[config.mk]
export PLATFORM = sky130hd
export DESIGN_NAME = top_ann_eda
export DESIGN_NICKNAME = d
export VERILOG_FILES = /design/src/rtl/ann_pkg.sv /design/src/rtl/ann_mac.sv /design/src/rtl/top_ann_eda.sv
export SDC_FILE = /design/constraint.sdc
export NUM_CORES = 2
export LEC_CHECK = 0
export CORE_ASPECT_RATIO = 0.7
export CORE_UTILIZATION = 65
export CTS_CLUSTER_SIZE = 16
export DETAILED_ROUTE_END_ITERATION = 10
export GPL_TIMING_DRIVEN = 1
export HOLD_SLACK_MARGIN = 0.08
export PLACE_DENSITY = 0.88
export SYNTH_ARGS = -nofsm -noshare
export SYNTH_HDL_FRONTEND = slang
export SYNTH_SLANG_ARGS = --single-unit
[constraint.sdc]
create_clock -name clk -period 14.7 [get_ports clk]
set_input_delay 3.675 -clock clk [delete_from_list [all_inputs] [get_ports clk]]
set_output_delay 3.675 -clock clk [all_outputs]
set_load 0.1 [all_outputs]
[src/rtl/ann_pkg.sv]
`default_nettype none
// ============================================================================
//  Module   : ann_pkg
//  Purpose  : Shared constants, FSM state encoding, saturation helper and the
//             fixed Q8.8 weight/bias tables of the 8-8-4 classifier network.
//  Revision : 1.0 - initial release
// ============================================================================
package ann_pkg;

    localparam int NF     = 8;   // input features
    localparam int NH     = 8;   // hidden neurons
    localparam int NO     = 4;   // output neurons
    localparam int DW     = 16;  // data width
    localparam int FRAC   = 8;   // fractional bits (Q8.8)
    localparam int PROD_W = 32;  // product width
    localparam int ACC_W  = 40;  // accumulator width

    typedef logic signed [DW-1:0] q_t;

    typedef enum logic [1:0] {
        S_IDLE = 2'd0,
        S_HID  = 2'd1,
        S_OUT  = 2'd2,
        S_ARG  = 2'd3
    } state_t;

    // Hidden layer weights, row = neuron, column = feature.
    localparam q_t W1 [0:NH-1][0:NF-1] = '{
        '{  64, -32,  16,  48, -16,  32,   8, -24},
        '{ -48,  80, -16,  24,  40,  -8,  16,  32},
        '{  32,  32, -64,  16,   8, -40,  56,  12},
        '{ -16, -24,  40, -72,  24,  16,  -8,  64},
        '{  96,  -8,  24, -16, -56,  40,  32, -48},
        '{   8,  56,  32, -24,  16, -96,  48,  20},
        '{ -64,  24,  -8,  72,  36,  12, -40,  28},
        '{  20, -36,  44,   8, -12,  60, -28,  52}
    };

    localparam q_t B1 [0:NH-1] = '{16, -32, 8, 64, -128, 24, 0, -8};

    // Output layer weights, row = output neuron, column = hidden neuron.
    localparam q_t W2 [0:NO-1][0:NH-1] = '{
        '{  64, -32,  48,  16, -24,  32,   8, -16},
        '{ -40,  72,  -8,  24,  56, -16,  32,  40},
        '{  24,  16,  64, -48,   8,  40, -24,  32},
        '{  48, -24,  16,  56, -32,   8,  64,  -8}
    };

    localparam q_t B2 [0:NO-1] = '{32, -16, 64, 0};

    // Clamp a wide signed value into the 16-bit signed range.
    function automatic q_t sat16(input logic signed [ACC_W-1:0] v);
        if (v > 40'sd32767) begin
            return 16'sh7fff;
        end else if (v < -40'sd32768) begin
            return 16'sh8000;
        end else begin
            return v[DW-1:0];
        end
    endfunction

endpackage
`default_nettype wire

[src/rtl/ann_mac.sv]
`default_nettype none
// ============================================================================
//  Module   : ann_mac
//  Purpose  : Signed 16x16 multiply with 40-bit accumulate; the finalize path
//             adds the bias aligned to the product scale, shifts back to Q8.8
//             (arithmetic, floor) and saturates to 16 bits.
//  Revision : 1.0 - initial release
// ============================================================================
module ann_mac
    import ann_pkg::*;
(
    input  logic                 clk,
    input  logic                 rst_n,
    input  logic                 i_clr,
    input  logic                 i_en,
    input  logic signed [DW-1:0] i_a,
    input  logic signed [DW-1:0] i_b,
    input  logic signed [DW-1:0] i_bias,
    output logic signed [DW-1:0] o_result
);

    logic signed [PROD_W-1:0] w_prod;
    logic signed [ACC_W-1:0]  w_prod_ext;
    logic signed [ACC_W-1:0]  w_bias_ext;
    logic signed [ACC_W-1:0]  w_sum;
    logic signed [ACC_W-1:0]  w_shift;
    logic signed [ACC_W-1:0]  r_acc;

    assign w_prod     = i_a * i_b;
    assign w_prod_ext = {{(ACC_W-PROD_W){w_prod[PROD_W-1]}}, w_prod};
    // Bias is Q8.8; products are Q16.16, so the bias is moved up by FRAC bits.
    assign w_bias_ext = {{(ACC_W-DW-FRAC){i_bias[DW-1]}}, i_bias, {FRAC{1'b0}}};
    assign w_sum      = r_acc + w_bias_ext;
    assign w_shift    = w_sum >>> FRAC;
    assign o_result   = sat16(w_shift);

    // Accumulator: clear has priority over accumulate.
    always_ff @(posedge clk or negedge rst_n) begin
        if (!rst_n) begin
            r_acc <= '0;
        end else if (i_clr) begin
            r_acc <= '0;
        end else if (i_en) begin
            r_acc <= r_acc + w_prod_ext;
        end
    end

endmodule
`default_nettype wire

[src/rtl/top_ann_eda.sv]
`default_nettype none
// ============================================================================
//  Module   : top_ann_eda
//  Purpose  : Sequential 8-8-4 fixed-point classifier. One shared MAC runs
//             8 multiply cycles plus 1 finalize cycle per neuron, hidden layer
//             first (with ReLU), then output layer, then an argmax cycle.
//  Revision : 1.0 - initial release
// ============================================================================
module top_ann_eda
    import ann_pkg::*;
(
    input  logic             clk,
    input  logic             rst_n,
    input  logic             start,
    input  logic [NF*DW-1:0] features,
    output logic             busy,
    output logic             done,
    output logic [NO*DW-1:0] output_layer,
    output logic [1:0]       predicted_class
);

    localparam logic [3:0] c_fin_idx  = 4'(NF);
    localparam logic [2:0] c_last_hid = 3'(NH-1);
    localparam logic [2:0] c_last_out = 3'(NO-1);

    state_t              r_state;
    state_t              w_next;
    logic [3:0]          r_idx;
    logic [2:0]          r_neuron;
    logic [NF*DW-1:0]    r_feat;
    logic signed [DW-1:0] r_hidden [NH];
    logic signed [DW-1:0] r_scores [NO];
    logic [NO*DW-1:0]    r_output_layer;
    logic [1:0]          r_class;
    logic                r_done;

    logic                 w_accept;
    logic                 w_fin;
    logic                 w_layer;
    logic                 w_last;
    logic                 w_mac_clr;
    logic                 w_mac_en;
    logic signed [DW-1:0] w_a;
    logic signed [DW-1:0] w_b;
    logic signed [DW-1:0] w_bias;
    logic signed [DW-1:0] w_mac_result;
    logic signed [DW-1:0] w_relu;
    logic signed [DW-1:0] w_best;
    logic [1:0]           w_argmax;
    logic [NO*DW-1:0]     w_scores_packed;

    // A start landing in the done cycle is dropped even though the FSM is idle.
    assign w_accept  = (r_state == S_IDLE) && start && !r_done;
    assign w_fin     = (r_idx == c_fin_idx);
    assign w_layer   = (r_state == S_HID) || (r_state == S_OUT);
    assign w_last    = (r_state == S_HID) ? (r_neuron == c_last_hid)
                                          : (r_neuron == c_last_out);
    assign w_mac_clr = w_accept || (w_layer && w_fin);
    assign w_mac_en  = w_layer && !w_fin;
    assign w_relu    = w_mac_result[DW-1] ? '0 : w_mac_result;

    assign busy            = (r_state != S_IDLE);
    assign done            = r_done;
    assign output_layer    = r_output_layer;
    assign predicted_class = r_class;

    ann_mac u_mac (
        .clk      (clk),
        .rst_n    (rst_n),
        .i_clr    (w_mac_clr),
        .i_en     (w_mac_en),
        .i_a      (w_a),
        .i_b      (w_b),
        .i_bias   (w_bias),
        .o_result (w_mac_result)
    );

    // State register.
    always_ff @(posedge clk or negedge rst_n) begin
        if (!rst_n) begin
            r_state <= S_IDLE;
        end else begin
            r_state <= w_next;
        end
    end

    // Next-state logic: each layer advances after its last neuron finalizes.
    always_comb begin
        w_next = r_state;
        case (r_state)
            S_IDLE:  if (w_accept)        w_next = S_HID;
            S_HID:   if (w_fin && w_last) w_next = S_OUT;
            S_OUT:   if (w_fin && w_last) w_next = S_ARG;
            S_ARG:                        w_next = S_IDLE;
            default:                      w_next = S_IDLE;
        endcase
    end

    // MAC operand select: weight, activation and bias for the current step.
    always_comb begin
        w_a    = '0;
        w_b    = '0;
        w_bias = '0;
        if (r_state == S_HID) begin
            w_a    = W1[r_neuron][r_idx[2:0]];
            w_b    = r_feat[{r_idx[2:0], 4'b0000} +: DW];
            w_bias = B1[r_neuron];
        end else if (r_state == S_OUT) begin
            w_a    = W2[r_neuron[1:0]][r_idx[2:0]];
            w_b    = r_hidden[r_idx[2:0]];
            w_bias = B2[r_neuron[1:0]];
        end
    end

    // Argmax with strict greater-than so the lowest index wins ties.
    always_comb begin
        w_best   = r_scores[0];
        w_argmax = 2'd0;
        for (int j = 1; j < NO; j++) begin
            if (r_scores[j] > w_best) begin
                w_best   = r_scores[j];
                w_argmax = 2'(j);
            end
        end
    end

    // Pack the score register file into the output bus layout.
    always_comb begin
        w_scores_packed = '0;
        for (int j = 0; j < NO; j++) begin
            w_scores_packed[j*DW +: DW] = r_scores[j];
        end
    end

    // Step and neuron counters for the layer sweeps.
    always_ff @(posedge clk or negedge rst_n) begin
        if (!rst_n) begin
            r_idx    <= '0;
            r_neuron <= '0;
        end else if (w_accept) begin
            r_idx    <= '0;
            r_neuron <= '0;
        end else if (w_layer) begin
            if (w_fin) begin
                r_idx    <= '0;
                r_neuron <= w_last ? 3'd0 : r_neuron + 3'd1;
            end else begin
                r_idx <= r_idx + 4'd1;
            end
        end
    end

    // Feature snapshot taken on the accepting edge.
    always_ff @(posedge clk or negedge rst_n) begin
        if (!rst_n) begin
            r_feat <= '0;
        end else if (w_accept) begin
            r_feat <= features;
        end
    end

    // Neuron results written on each finalize cycle.
    always_ff @(posedge clk or negedge rst_n) begin
        if (!rst_n) begin
            for (int i = 0; i < NH; i++) r_hidden[i] <= '0;
            for (int j = 0; j < NO; j++) r_scores[j] <= '0;
        end else if (w_fin) begin
            if (r_state == S_HID) begin
                r_hidden[r_neuron] <= w_relu;
            end else if (r_state == S_OUT) begin
                r_scores[r_neuron[1:0]] <= w_mac_result;
            end
        end
    end

    // Visible results and the done pulse update together in ARG.
    always_ff @(posedge clk or negedge rst_n) begin
        if (!rst_n) begin
            r_output_layer <= '0;
            r_class        <= '0;
            r_done         <= 1'b0;
        end else begin
            r_done <= 1'b0;
            if (r_state == S_ARG) begin
                r_output_layer <= w_scores_packed;
                r_class        <= w_argmax;
                r_done         <= 1'b1;
            end
        end
    end

endmodule
`default_nettype wire

# After elaboration in Yosys (flattened, before gate mapping)
# Memories as Yosys holds them, arrays and structs flattened.
# Cells that the tools add are included.
# Widths: inputs -> output; s select.
[op_classes]
n_addsub = 4
n_mul = 1
n_lt_le_gt_ge = 10
n_eq_ne = 9
n_shift = 1
muxes = 54
n_bitwise = 4
n_reduce_logical = 20
[ops]
columns = ["cell", "count"]
rows = [
  ["$mux 128", 4],
  ["$mux 16", 22],
  ["$bmux 128 s2", 1],
  ["$bmux 16 s3", 3],
  ["$bwmux 128", 1],
  ["$shiftx 128x8->16", 1],
  ["$mux 40", 2],
  ["$bwmux 64", 1],
  ["$demux 16 s3", 1],
  ["$gt 16x16->1", 3],
  ["$add 40x24->40", 1],
  ["$add 40x32->40", 1],
  ["$bmux 16 s2", 1],
  ["$demux 16 s2", 1],
  ["$gt 32x16->1 const B", 1],
  ["$lt 32x16->1 const B", 1],
  ["$mul 16x16->32", 1],
  ["$mux 15", 1],
  ["$mux 3", 4],
  ["$mux 4", 3],
  ["$mux 2", 5],
  ["$ge 4x4->1 const B", 2],
  ["$not 3->4", 2],
  ["$pmux 2 s4", 1],
  ["other kinds (21)", 39],
]
[totals]
register_bits = 436
romBits = 1152
input_bits = 131
output_inout_bits = 68
word_cells = 125
memories = 2
[memory_table]
columns = ["name", "depth", "word_bits", "read_ports", "rd_ports_with_merged_regs", "write_ports", "line", "rtl"]
rows = [
  ["(name not given)", 8, 128, 1, 0, 0, "top_ann_eda.sv:105", "w_a = W1[r_neuron][r_idx[2:0]];"],
  ["(name not given)", 8, 16, 1, 0, 0, "top_ann_eda.sv:107", "w_bias = B1[r_neuron];"],
]

# Longest topological paths before layout
[logic_depth]
ltp_word = 13
depth_mapped = 36
depth_no_buf = 33

# By module
# A second synthesis with hierarchy kept.
[unflattened]
hier_cells = 3622
area_unflattened_um2 = 35701.7
[modules_own_cells]
columns = ["mod", "instances", "cells_per_inst", "area_per_inst_um2", "seq_area_each_um2"]
rows = [
  ["top_ann_eda", 1, 1807, 19553.8, 9709.3],
  ["ann_mac", 1, 1815, 16148.0, 1001.0],
]

# Worst setup path after synthesis
# OpenSTA, ideal clock, no wires.
[synth_timing]
path_kind = "flip-flop to flip-flop"
startpoint = "register r_idx[0]"
endpoint = "register u_mac.r_acc[37]"
setup_ps = 122
arrival_ps = 9346
required_time_ps = 14578
setup_slack_ps = 5232
path_stages_with_launch = 33
n_path_buf = 5
period_less_slack_ps = 9468
path_cell_list = "dfrtp_1 buf_2 clkbuf_1 buf_1 clkbuf_1 clkbuf_1 mux4_2 nand2_1 nand2_1 nand2_1 o21a_1 nor2_1 fa_1 inv_1 fa_1 fa_1 fa_1 inv_1 fa_1 inv_1 fa_1 inv_1 ha_1 a21oi_1 nand2_1 a21o_1 a21oi_1 a2bb2oi_1 o311ai_0 a31o_2 a21oi_1 nand2_1 a32o_1"
[synth_via]
elab_chain_cells = 10
word_cells_on_any_way = 25
cone_classes = "add/sub: 1; mul: 1; eq/ne: 1; shift: 1; mux: 15; bitwise: 1; reduce/logical: 5"
[synth_rtl]
columns = ["item", "line", "rtl"]
rows = [
  ["start, declared", "top_ann_eda.sv:28", "logic [3:0] r_idx;"],
  ["start signal, assigned", "top_ann_eda.sv:148", "r_idx <= r_idx + 4'd1;"],
  ["parallel branches: the longest is 10 deep, another holds $add 40x32->40", "n/a", ""],
  ["end signal, assigned", "ann_mac.sv:44", "r_acc <= r_acc + w_prod_ext;"],
  ["end, declared", "ann_mac.sv:27", "logic signed [ACC_W-1:0] r_acc;"],
]
# Several ways; the timed one is not identified. The select of a mux whose other input is x is not followed.
# A chain may end at the register's enable or synchronous reset.

# Worst setup path after layout
# Same ends and word-level chain as after synthesis.

==> results.py <==
metrics = {
    "placement": {
        "numPlacedInstances": 4093,
        "pre_cts_slack_ns": 4.38,
        "dpl.hpwl_um": 63700,
        "portBuffers": 198,
        "place_congestion": 0.973,
    },
    "yosys": {
        "post-synth-top-area-fraction_pct": 33.8,
        "yosysMostFrequentCell": "nand2_1",
        "synth.avg_cell_area_sq_um": 9.33,
        "synth_cell_types": 73,
        "synth-edff-count": 0,
        "synth_common_cells": "nand2_1, dfrtp_1, inv_1",
        "synth_seq_area_share_pct": 33.8,
        "synth_area_leader_cell": "dfrtp_1",
        "synthArstFlopShare_pct": 100,
        "synth-seq-cells": 426,
        "syn_nets": 3931,
        "ys.flop_type": "dfrtp_1",
        "synthTopCellsByArea": "dfrtp_1, fa_1, nand2_1",
        "ys_warn_count": 0,
        "mappedNetlistArea_sq_mm": 0.0315,
        "syn_inst": 3379,
    },
    "detailed_routing": {
        "drcViolationCount": 0,
        "vias": 26497,
        "viasPerCell": 6.36,
        "wl_per_cell_um": 21.4,
        "first_pass_iters": 8,
        "postRouteAntennaNets": 0,
        "totalWireLength_um": 89200,
        "drtIter0Drc": 3555,
    },
    "clock_network": {
        "cts_resized": 0,
        "numCtsBuffers": 42,
        "path_clk_slew_ns": 0.07,
        "clk_latency_ns": 0.59,
        "cts_max_level": 2,
        "clock-sinks": 426,
        "cts_hold_buf": 0,
        "post_cts_buffers": 0,
        "root_buffer": "clkbuf_16",
        "cts_tree": "built",
        "clk_path_buf_depth": 3,
    },
    "pwr": {
        "peakVddDrop_v": 0.0000880,
        "p_leak_nw": 17.7,
        "power_density_mw_per_mm2": 66.6,
    },
    "critical_path": {
        "cp_slowest_cell": "fa_1",
        "crit_path_start_kind": "flip-flop",
        "timing.critical_path.mode_cell": "fa_1",
        "end_kind": "flip-flop",
        "critPathKind": "reg2reg",
        "cp.required_ns": 15.12,
        "crit_path_max_incr_delay_ns": 0.93,
        "r2r_cells": 26,
        "critPathMaxFanout": 60,
        "arrival_ns": 10.86,
    },
    "timing": {
        "finalMaxSlewViolations": 0,
        "worst_slack_ns": 4.26,
        "slew_headroom_pct": 6.84,
        "fin_skew_ns": 0.0669,
        "hold_viol": 0,
        "fin_crit_ns": 10.44,
        "rsz0062_at_grt": "false",
        "setup_viol": 0,
        "fmax_ghz": 0.0958,
        "tightestPinTransition_ns": 1.40,
        "fin_setup_tns_ns": 0,
        "fin_crit_sh_pct": 71.0,
    },
    "grt": {
        "grt.total_usage_pct": 37.1,
        "grt_max_degree": 169,
        "antenna_found_initial": 2,
        "grt_pass1_wl_um": 143000,
        "first_global_vias": 26610,
        "overflow": 0,
    },
    "floorplan": {
        "die_area_sq_mm": 0.0494,
        "die_w_um": 265,
        "start_util_pct": 65.8,
        "core_area_sq_mm": 0.0479,
        "row_count": 67,
        "die_h_um": 186,
        "ios": 199,
    },
    "layout": {
        "syn2layout_area_growth_pct": 12.5,
        "n_antenna_cell": 0,
        "final_nets": 4034,
        "final_layout_size_suffix_gt1_share_pct": 8.66,
        "stdcell_count": 4167,
    },
    "worst_hold_path": {
        "worstHoldPathType": "reg2reg",
        "hold_depth": 2,
    },
    "flow_run": {
        "maxCapViolations": 0,
    },
    "run_status": {
        "run_status": "completed",
    },
}
## state kept, by name, indices dropped and copies added (netlist names)
signal and flops:
r_scores 64, r_neuron 3, predicted_class 2, output_layer 64, r_hidden 120, r_idx 4
u_mac.r_acc 38, r_state 2, r_feat 128, done 1
## area by class of cell
type,instances,area (sq um)
inverter,365,1370
clock inverter,18,258
clock buffer,56,1180
tap,655,820
timing repair buffer,231,2250
multi-input combinational,2416,18900
fill,3112,12400
sequential,426,10700
## cells in the final DEF (no fill, tap or decap), types with 24 or more instances in the layout
cell / n
a21o_1: 37
a21oi_1: 116
buf_4: 32
clkbuf_16: 42
clkdlybuf4s50_1: 197
dfrtp_1: 424
fa_1: 216
ha_1: 204
inv_1: 364
mux2_2: 81
mux2i_1: 25
mux4_2: 64
nand2_1: 747
nand3_1: 86
nand4_1: 105
nor2_1: 124
o21a_1: 24
o21ai_0: 137
o21ai_1: 95
xnor2_1: 38
## cell families (layout without fill, tap and decap cells)
group           Yosys count  count (layout)  synth area share (%)
simple gates           1211            1211                  17.1
mux                     170             170                  8.26
fa+ha+maj               421             421                  21.9
flops                   426             426                  33.8
buf+inv                 537             670                  6.48
compound gates          562             562                  11.0
xor+xnor                 52              52                  1.44
## report_power, final
group	switching (W)	internal, W
registers	0	0.00117
clock network	0.000486	0.000644
logic	0.0000293	0.0000314
total	0.000515	0.00185
## worst max-delay path, delay by kind of cell (launching register included)
kind | cells | cell delay [ns]
adders and majority gates | 7 | 4.39
AOI/OAI and AO/OA | 9 | 2.27
buffers and inverters | 4 | 1.42
DFF | 1 | 0.90
and+or+nand+nor | 5 | 0.65
muxes | 1 | 0.61
## metrics by stage
step / util (%) / total power (W) / hold slack [ns] / cell area (sq um)
2_1_floorplan: - / 0.00119 / 0.440 / 31500
3_3_place_gp: 71.0 / 0.00126 / 0.455 / 34000
3_5_place_dp: 71.0 / 0.00126 / 0.460 / 34000
4_1_cts: 74.1 / 0.00236 / 0.475 / 35400
5_1_grt: 74.1 / 0.00241 / 0.500 / 35400
6_report: 74.1 / 0.00236 / 0.473 / 35400
## routing by layer
metal / vias up / wire (um) / GRT usage (%)
li1: 11571 / - / -
met1: 12929 / 34600 / 50.6
met2: 1689 / 39600 / 57.0
met3: 306 / 12100 / 12.2
met4: 2 / 2910 / 11.2
met5: - / 13 / 0
## final timing paths
check | from | to | slack, ns
worst max-delay path | r_idx[0] | u_mac.r_acc[37] | 4.26
worst min-delay path | r_feat[26] | r_feat[26] | 0.47
worst max register to register | r_idx[0] | u_mac.r_acc[37] | 4.26
worst min register to register | r_feat[26] | r_feat[26] | 0.47
max in group asynchronous | rst_n | r_idx[1] | 9.24
min in group asynchronous | rst_n | r_feat[91] | 3.11
Note: power is estimated with default switching activity, not from simulation.
